File: src/rtl/resource_response_router.sv
// -----------------------------------------------------------------------------
// resource_response_router
//   Return path from the shared resource to two pipelines. Each result on the
//   shared bus is routed by its one-hot owner valid into a per-pipeline response
//   FIFO that drains over a valid/ready handshake. The block tracks in-flight
//   requests per pipeline, raises credit stalls so a FIFO can never overflow,
//   and discards responses to requests that were outstanding at a flush.
//
// Ports
//   clk, reset             clock (rising edge), asynchronous active-low reset
//   rsp_data / rsp_valid   result bus and one-hot owner ([0]=p1, [1]=p2)
//   issue                  request accepted by the resource this cycle
//   flush                  per-pipeline flush pulse
//   out_data_N/out_valid_N FIFO-N head and non-empty flag
//   out_ready_N            pipeline N consumes the head
//   stall                  credit stall per pipeline (registers only)
//   err                    sticky protocol error
// -----------------------------------------------------------------------------
module resource_response_router #(
  parameter int DATA_W = 32,
  parameter int DEPTH  = 4,
  parameter int CNT_W  = $clog2(DEPTH) + 1
) (
  input  logic              clk,
  input  logic              reset,
  input  logic [DATA_W-1:0] rsp_data,
  input  logic [1:0]        rsp_valid,
  input  logic [1:0]        issue,
  input  logic [1:0]        flush,
  output logic [DATA_W-1:0] out_data_1,
  output logic              out_valid_1,
  input  logic              out_ready_1,
  output logic [DATA_W-1:0] out_data_2,
  output logic              out_valid_2,
  input  logic              out_ready_2,
  output logic [1:0]        stall,
  output logic              err
);

  localparam int PTR_W = $clog2(DEPTH);
  localparam logic [CNT_W-1:0] CNT_MAX = '1;

  logic [DATA_W-1:0] mem_q [2][DEPTH];
  logic [PTR_W-1:0]  wr_ptr_q [2], wr_ptr_d [2];
  logic [PTR_W-1:0]  rd_ptr_q [2], rd_ptr_d [2];
  logic [CNT_W-1:0]  occ_q [2], occ_d [2];
  logic [CNT_W-1:0]  infl_q [2], infl_d [2];
  logic [CNT_W-1:0]  drop_q [2], drop_d [2];
  logic              err_q, err_d;

  logic [1:0]        out_ready, out_valid, pop, taken, push;
  logic [DATA_W-1:0] head [2];
  logic              both_valid;

  assign out_ready  = {out_ready_2, out_ready_1};
  assign both_valid = (rsp_valid == 2'b11);

  // NOTE: every variable written here gets a default first, so no path can
  // leave one unassigned and infer a latch.
  always_comb begin
    err_d     = err_q | both_valid;
    out_valid = '0;
    pop       = '0;
    taken     = '0;
    push      = '0;
    stall     = '0;
    for (int i = 0; i < 2; i++) begin
      wr_ptr_d[i] = wr_ptr_q[i];
      rd_ptr_d[i] = rd_ptr_q[i];
      occ_d[i]    = occ_q[i];
      infl_d[i]   = infl_q[i];
      drop_d[i]   = drop_q[i];

      stall[i]     = ({1'b0, occ_q[i]} + {1'b0, infl_q[i]}) >= (CNT_W+1)'(DEPTH);
      out_valid[i] = (occ_q[i] != '0);
      // Gate the head so an empty FIFO presents zero, whatever the storage holds.
      head[i]      = out_valid[i] ? mem_q[i][rd_ptr_q[i]] : '0;
      pop[i]       = out_valid[i] & out_ready[i] & ~flush[i];

      // A bad arrival (both owners, or nothing outstanding) is dropped without
      // touching the counters; a good one always retires one in-flight request.
      if (rsp_valid[i] && !both_valid) begin
        if (infl_q[i] == '0) begin
          err_d = 1'b1;
        end else if (flush[i]) begin
          taken[i] = 1'b1;
        end else if (drop_q[i] != '0) begin
          taken[i]  = 1'b1;
          drop_d[i] = drop_q[i] - CNT_W'(1);
        end else if (occ_q[i] == CNT_W'(DEPTH) && !pop[i]) begin
          err_d = 1'b1;
        end else begin
          taken[i] = 1'b1;
          push[i]  = 1'b1;
        end
      end

      if (issue[i] && stall[i]) err_d = 1'b1;

      unique case ({issue[i], taken[i]})
        2'b10:   infl_d[i] = (infl_q[i] == CNT_MAX) ? infl_q[i] : infl_q[i] + CNT_W'(1);
        2'b01:   infl_d[i] = infl_q[i] - CNT_W'(1);
        default: infl_d[i] = infl_q[i];
      endcase

      if (flush[i]) begin
        // Everything outstanding before this cycle becomes stale; an arrival
        // retired in this same cycle is no longer outstanding.
        drop_d[i]   = infl_q[i] - CNT_W'(taken[i]);
        occ_d[i]    = '0;
        rd_ptr_d[i] = wr_ptr_q[i];
      end else begin
        if (push[i]) wr_ptr_d[i] = wr_ptr_q[i] + PTR_W'(1);
        if (pop[i])  rd_ptr_d[i] = rd_ptr_q[i] + PTR_W'(1);
        unique case ({push[i], pop[i]})
          2'b10:   occ_d[i] = occ_q[i] + CNT_W'(1);
          2'b01:   occ_d[i] = occ_q[i] - CNT_W'(1);
          default: occ_d[i] = occ_q[i];
        endcase
      end
    end
  end

  // NOTE: sequential state uses non-blocking assignments so every flop samples
  // the values from before the edge.
  always_ff @(posedge clk or negedge reset) begin
    if (!reset) begin
      for (int i = 0; i < 2; i++) begin
        wr_ptr_q[i] <= '0;
        rd_ptr_q[i] <= '0;
        occ_q[i]    <= '0;
        infl_q[i]   <= '0;
        drop_q[i]   <= '0;
      end
      err_q <= 1'b0;
    end else begin
      for (int i = 0; i < 2; i++) begin
        wr_ptr_q[i] <= wr_ptr_d[i];
        rd_ptr_q[i] <= rd_ptr_d[i];
        occ_q[i]    <= occ_d[i];
        infl_q[i]   <= infl_d[i];
        drop_q[i]   <= drop_d[i];
      end
      err_q <= err_d;
    end
  end

  // NOTE: the storage array has no reset; occupancy decides what is valid and
  // the head mux hides stale contents.
  always_ff @(posedge clk) begin
    for (int i = 0; i < 2; i++) begin
      if (push[i]) mem_q[i][wr_ptr_q[i]] <= rsp_data;
    end
  end

  assign out_data_1  = head[0];
  assign out_data_2  = head[1];
  assign out_valid_1 = out_valid[0];
  assign out_valid_2 = out_valid[1];
  assign err         = err_q;

endmodule

File: config.mk
export PLATFORM = sky130hd
export DESIGN_NAME = resource_response_router
export DESIGN_NICKNAME = d
export VERILOG_FILES = /design/src/rtl/resource_response_router.sv
export SDC_FILE = /design/constraint.sdc
export NUM_CORES = 1
export LEC_CHECK = 0
export CAP_MARGIN = 40
export CORE_UTILIZATION = 61
export CTS_CLUSTER_SIZE = 25
export DETAILED_ROUTE_END_ITERATION = 16
export GPL_TIMING_DRIVEN = 1
export PLACE_DENSITY_LB_ADDON = 0.3
export SETUP_SLACK_MARGIN = 0.15
export SYNTH_ARGS = -nofsm -noshare
export SYNTH_HDL_FRONTEND = slang
export SYNTH_SLANG_ARGS = --single-unit
File: constraint.sdc
create_clock -name clk -period 5.9 [get_ports clk]
set_input_delay 1.18 -clock clk [delete_from_list [all_inputs] [get_ports clk]]
set_output_delay 1.18 -clock clk [all_outputs]
set_load 0.02 [all_outputs]
# Yosys cells after proc, flatten, opt, wreduce, memory -nomap -nowiden
# Memory sizes are Yosys's and may differ from the RTL's.
# Cells that the tools add are included.
[classes]
bitwise = 11
reduce_logical = 34
magnitude_cmp = 8
addsub = 18
n_mux = 69
n_eq_ne = 17
[op_table]
columns = ["op", "count"]
rows = [
  ["128-bit 2-to-1 mux", 4],
  ["32-bit 2-to-1 mux", 8],
  ["32-bit binary-select mux with 2-bit select", 2],
  ["32-bit demux with 2-bit select", 2],
  ["128-bit OR reduction", 1],
  ["3-bit 2-to-1 mux", 12],
  ["1-bit 2-to-1 mux", 33],
  ["3-bit one-hot mux with 2 select lines", 4],
  ["3-bit nonzero test", 6],
  ["3-bit by 1-bit subtractor with 3-bit output (second input constant)", 6],
  ["2-bit nonzero test", 8],
  ["3-bit by 1-bit adder with 3-bit output (second input constant)", 4],
  ["3-bit == test (second input constant)", 4],
  ["3-bit >= comparator (second input constant)", 4],
  ["2-bit inverter with 3-bit output", 4],
  ["2-bit == test (second input constant)", 5],
  ["2-bit by 1-bit adder with 2-bit output (second input constant)", 4],
  ["3-bit by 3-bit adder with 4-bit output", 2],
  ["2-bit by 1-bit == test with 1-bit output (second input constant)", 4],
  ["4-bit by 3-bit >= comparator with 1-bit output (second input constant)", 2],
  ["1-bit logical AND", 8],
  ["2-bit 2-to-1 mux", 4],
  ["2-bit != test (second input constant)", 4],
  ["2-bit AND reduction", 4],
  ["other kinds (8)", 18],
]
[word_totals]
out_inout_bits = 69
input_bits = 42
reg_bits = 27
mem_bits_rw = 256
word_cells = 169
memories = 1
[memory_table]
columns = ["memory", "depth", "word_bits", "rd", "rd_ports_with_merged_regs", "wr", "line", "source"]
rows = [
  ["mem_q", 2, 128, 2, 0, 1, "43", "logic [DATA_W-1:0] mem_q [2][DEPTH];"],
]

# Depth between registers and ports, before layout
[depth]
ltp_word = 17
ltp_mapped = 10

# Worst setup path before layout
# Ideal clock, no wire load.
[synth_path]
path_type = "input -> register"
startpoint = "input flush[0]"
endpoint = "memory mem_q[0][0] (netlist bit) (enable)"
t_arrival_ns = 2.971
required_time_ns = 5.508
setup_time_ns = 0.392
n_path_buf = 1
slack_ns = 2.537
cell_stages = 6
cell_sequence = "buf_6 > nor3b_2 > nor3b_4 > inv_2 > a31oi_4 > and2_1"
[synth_via]
elab_chain_len = 12
[synth_rtl]
columns = ["element", "line", "source"]
rows = [
  ["from (decl)", "29", "input logic [1:0] flush,"],
  ["1-bit inverter (no source line)", "-", ""],
  ["1-bit bitwise AND", "78", "pop[i] = out_valid[i] & out_ready[i] & ~flush[i];"],
  ["1-bit logical NOT", "90", "end else if (occ_q[i] == CNT_W'(DEPTH) && !pop[i]) begin"],
  ["1-bit logical AND", "90", ""],
  ["1-bit 2-to-1 mux", "90", ""],
  ["1-bit 2-to-1 mux", "87", "end else if (drop_q[i] != '0) begin"],
  ["1-bit 2-to-1 mux *", "85", "end else if (flush[i]) begin"],
  ["1-bit 2-to-1 mux *", "83", "if (infl_q[i] == '0) begin"],
  ["1-bit 2-to-1 mux *", "82", "if (rsp_valid[i] && !both_valid) begin"],
  ["1-bit 2-to-1 mux *", "152", "if (push[i]) mem_q[i][wr_ptr_q[i]] <= rsp_data;"],
  ["128-bit 2-to-1 mux (not written as such) *", "152", ""],
  ["128-bit 2-to-1 mux (no source line) *", "-", ""],
  ["to (decl)", "43", ""],
]
# Every way passes the cells marked *; elsewhere a longest branch is shown, timed or not.

# Worst setup path in the final report
[layout_path]
startpoint = "register rd_ptr_q[0] (netlist bit)"
endpoint = "output out_data_2[28]"
[layout_via]
elab_chain_len = 5
[layout_rtl]
columns = ["element", "line", "source"]
rows = [
  ["from (decl)", "45", "logic [PTR_W-1:0] rd_ptr_q [2], rd_ptr_d [2];"],
  ["from (signal, indexed assignment)", "139", "rd_ptr_q[i] <= rd_ptr_d[i];"],
  ["2-bit inverter with 3-bit output (not written as such)", "77", "head[i] = out_valid[i] ? mem_q[i][rd_ptr_q[i]] : '0;"],
  ["32-bit binary-select mux with 2-bit select", "77", ""],
  ["32-bit 2-to-1 mux (not written as such) (2 in a row)", "77", ""],
  ["32-bit 2-to-1 mux", "77", ""],
  ["to (decl)", "33", "output logic [DATA_W-1:0] out_data_2,"],
]
# No other way between the ends. The select of a mux whose other input is x is not followed.

==> impl_metrics.csv <==
group,metric,value,unit
cells_and_area,final_cell_mix,"edfxtp_1, clkdlybuf4s50_1, mux4_2, and2_1, clkbuf_16",
synth,mappedNetlistArea,0.0118,mm^2
cells_and_area,nNetsFinal,822,
grt,first_global_vias,6734,
clocking,post_cts_buffers,0,
cells_and_area,stdcell_count,1037,
die,die_w,141,um
power_and_ir_drop,seqPwrFrac,42.9,%
sta,slew-limit-headroom,36.7,%
routing,wl_met3,1500,um
setup_path,arrival,3150,ps
cells_and_area,fillers,1067,
setup_path,r2r-start,"drop_q[0]",
routing,drc,0,
sta,setup_violations,0,
setup_path,end_kind,"primary output",
synth,synth_cell_types,52,
sta,hold_violations,0,
setup_path,cp_cell_sequence,"buf_4 -> mux4_2 -> and2_1 -> clkdlybuf4s50_1",
routing,dr.pass1.iters,5,
flow_run,drv_cap,0,
sta,rsz0062_at_grt,"no",
setup_path,worst-setup-path-type,"reg -> out",
routing,vias_per_cell,6.00,
synth,synthFlopType,"edfxtp_1",
synth,yosys_warnings,0,
grt,track_usage,25.7,%
grt,grt_overflow,0,
die,core-area,0.0188,mm^2
sta,fin_hold_ws,514,ps
setup_path,required,4720,ps
worst_hold_path,min_path_type,"reg -> reg",
synth,synth-seq-cells,283,
sta,timing.final.crit_share,73.3,%
clocking,clkSlewWorstSetupHoldPaths,70,ps
placed_design,dpl.cell_count,983,
placed_design,port_buffers,110,
setup_path,critPathLaunch,"rd_ptr_q[0]",
synth,async_flop_share,9.54,%
die,ios,111,
synth,seq_area_frac_synth,71.0,%
power_and_ir_drop,combinationalPowerShare,28.0,%
setup_path,worstPathMaxFanout,18,
power_and_ir_drop,peakVddDrop,0.302,mV
power_and_ir_drop,p_switching,0.00176,W
placed_design,gp_congestion,0.771,
clocking,cts_tree,"built",
synth,synth_edf_count,256,
synth,syn-instance-count,638,
setup_path,crit_family,"buffers and inverters",
synth,syn_avg_cell_area,18.5,um^2
die,initial_utilization,62.6,%
die,rows,50,
die,dieArea,0.0199,mm^2
sta,fmax,231,MHz
cells_and_area,fin_area,0.0141,mm^2
sta,fin_crit,4330,ps
routing,highest_layer,"met5",
grt,grt_pass1_wl,37900,um
setup_path,cp-start-kind,"register",
setup_path,crit_buf_inv,2,
clocking,cts_sinks,283,
die,die_h,141,um
power_and_ir_drop,netSwitchingFraction,30.1,%
routing,dr_wl_met2,12300,um
cells_and_area,area_growth,19.8,%
routing,wl,24300,um
routing,vias,6226,
setup_path,slowest_delay,740,ps
power_and_ir_drop,power_density,414,mW/mm^2
clocking,cts_root_buffer,"clkbuf_16",
clocking,cts_buffers,28,
routing,wl_per_cell,23.4,um
clocking,htreeDepth,1,
grt,grt_max_degree,34,
cells_and_area,mostFrequentLayoutCell,"edfxtp_1",
routing,final_antenna_net_count,0,
sta,fin_skew,8.33,ps
routing,detail_route.iter0.violations,398,
sta,slew_violations,0,
clocking,cts_resized,0,
sta,setup_tns,0,ps
status,status,"finished, final reports clean",
routing,drt-met1-wl,9940,um
worst_hold_path,min_from,"err",
setup_path,cpMaxStageDelayCell,"dfrtp_2",
power_and_ir_drop,p_int,0.00408,W
power_and_ir_drop,clock_power_share,29.0,%
clocking,hold_buffers,0,
clocking,clk_latency,540,ps
cells_and_area,drive_gt1_share,18.1,%
placed_design,place_hpwl,14500,um
grt,antenna_found_initial,1,
cells_and_area,n_antenna_cell,0,
power_and_ir_drop,p_leak,4.76,nW
synth,syn_nets,704,
placed_design,placed_area,0.0132,mm^2
sta,tightestPinTransition,949,ps
clocking,clockBufferDepth,3,
layer usage:
layer  global-route usage, %  vias up
li1                        -     2723
met1                    35.0     3191
met2                    43.6      266
met3                    3.77       44
met4                    7.78        2
met5                       0        -
worst register-to-register path: stages, from the launching register on:
cell and delay [ps]:
dfrtp_1 400, inv_1 100, ha_1 210, nor3b_1 290, nor3b_2 420, inv_2 80
a31oi_4 230, and2_2 780
area by class of cell:
| cell class | count | area, um^2 | area share, % |
|---|---|---|---|
| multi-input cells | 307 | 3230 | 22.9 |
| clock buffers | 30 | 708 | 5.02 |
| repair buffers | 118 | 1250 | 8.85 |
| well taps | 260 | 325 | 2.30 |
| flip-flops and latches | 283 | 8370 | 59.3 |
| clock inverters | 21 | 170 | 1.21 |
| inverters | 18 | 67.6 | 0.479 |
synthesized netlist by cell type, types with 3 or more instances:
cell,instances,share of area [%]
edfxtp_1,256,65
and2_1,72,3.8
mux4_2,64,12
dfrtp_1,27,5.7
clkbuf_1,20,0.64
ha_1,20,2.1
nand2_1,20,0.64
inv_1,16,0.51
a21oi_1,13,0.55
mux2i_1,12,1.0
nor2_1,12,0.38
o21ai_0,11,0.47
buf_2,9,0.38
nand3_1,9,0.38
xnor2_1,7,0.52
nand2b_1,6,0.32
nor3_1,5,0.21
xor2_1,5,0.37
fa_1,4,0.68
or3_1,4,0.21
nand4_1,3,0.16
nor2b_1,3,0.16
path summary, 6_finish.rpt:
kind / end / slack (ps) / cells after the start
max reg2reg: mem_q[0][255] / 2990 / 7
min in group asynchronous: infl_q[3] / 1030 / 2
min reg2reg: err / 510 / 2
max in group asynchronous: rd_ptr_q[1] / 4570 / 2
min: err / 510 / 2
max: out_data_2[28] / 1570 / 4
cells by family after synthesis:
group	Yosys count	share of synthesized area, %
fa+ha+maj	24	2.80
buf+inv	48	1.69
mux	80	13.7
flops	283	71.0
xor+xnor	12	0.892
compound gates	43	2.51
simple gates	148	7.44
registers in the layout (all words and copies together), names as in the netlist:
register / cells
mem_q: 256
occ_q: 6
infl_q: 6
rd_ptr_q: 4
err: 1
wr_ptr_q: 4
drop_q: 6
metrics by stage:
step	power [W]	worst slack [ps]	util (%)
2_1_floorplan	0.00354	2540	-
3_3_place_gp	0.00408	1870	69.6
3_5_place_dp	0.00417	1680	69.9
4_1_cts	0.00588	1500	74.5
5_1_grt	0.00609	1410	75.0
6_report	0.00584	1570	75.0
power by group through the flow:
stage | Sequential (W) | Clock, W | Combinational (W)
floorplan | 0.00239 | 0 | 0.00116
global placement | 0.00253 | 0 | 0.00154
detailed placement | 0.00255 | 0 | 0.00163
CTS | 0.00251 | 0.00172 | 0.00165
global route | 0.00253 | 0.00179 | 0.00176
finish | 0.00251 | 0.00170 | 0.00164
Power figures use the tool's default switching activity.
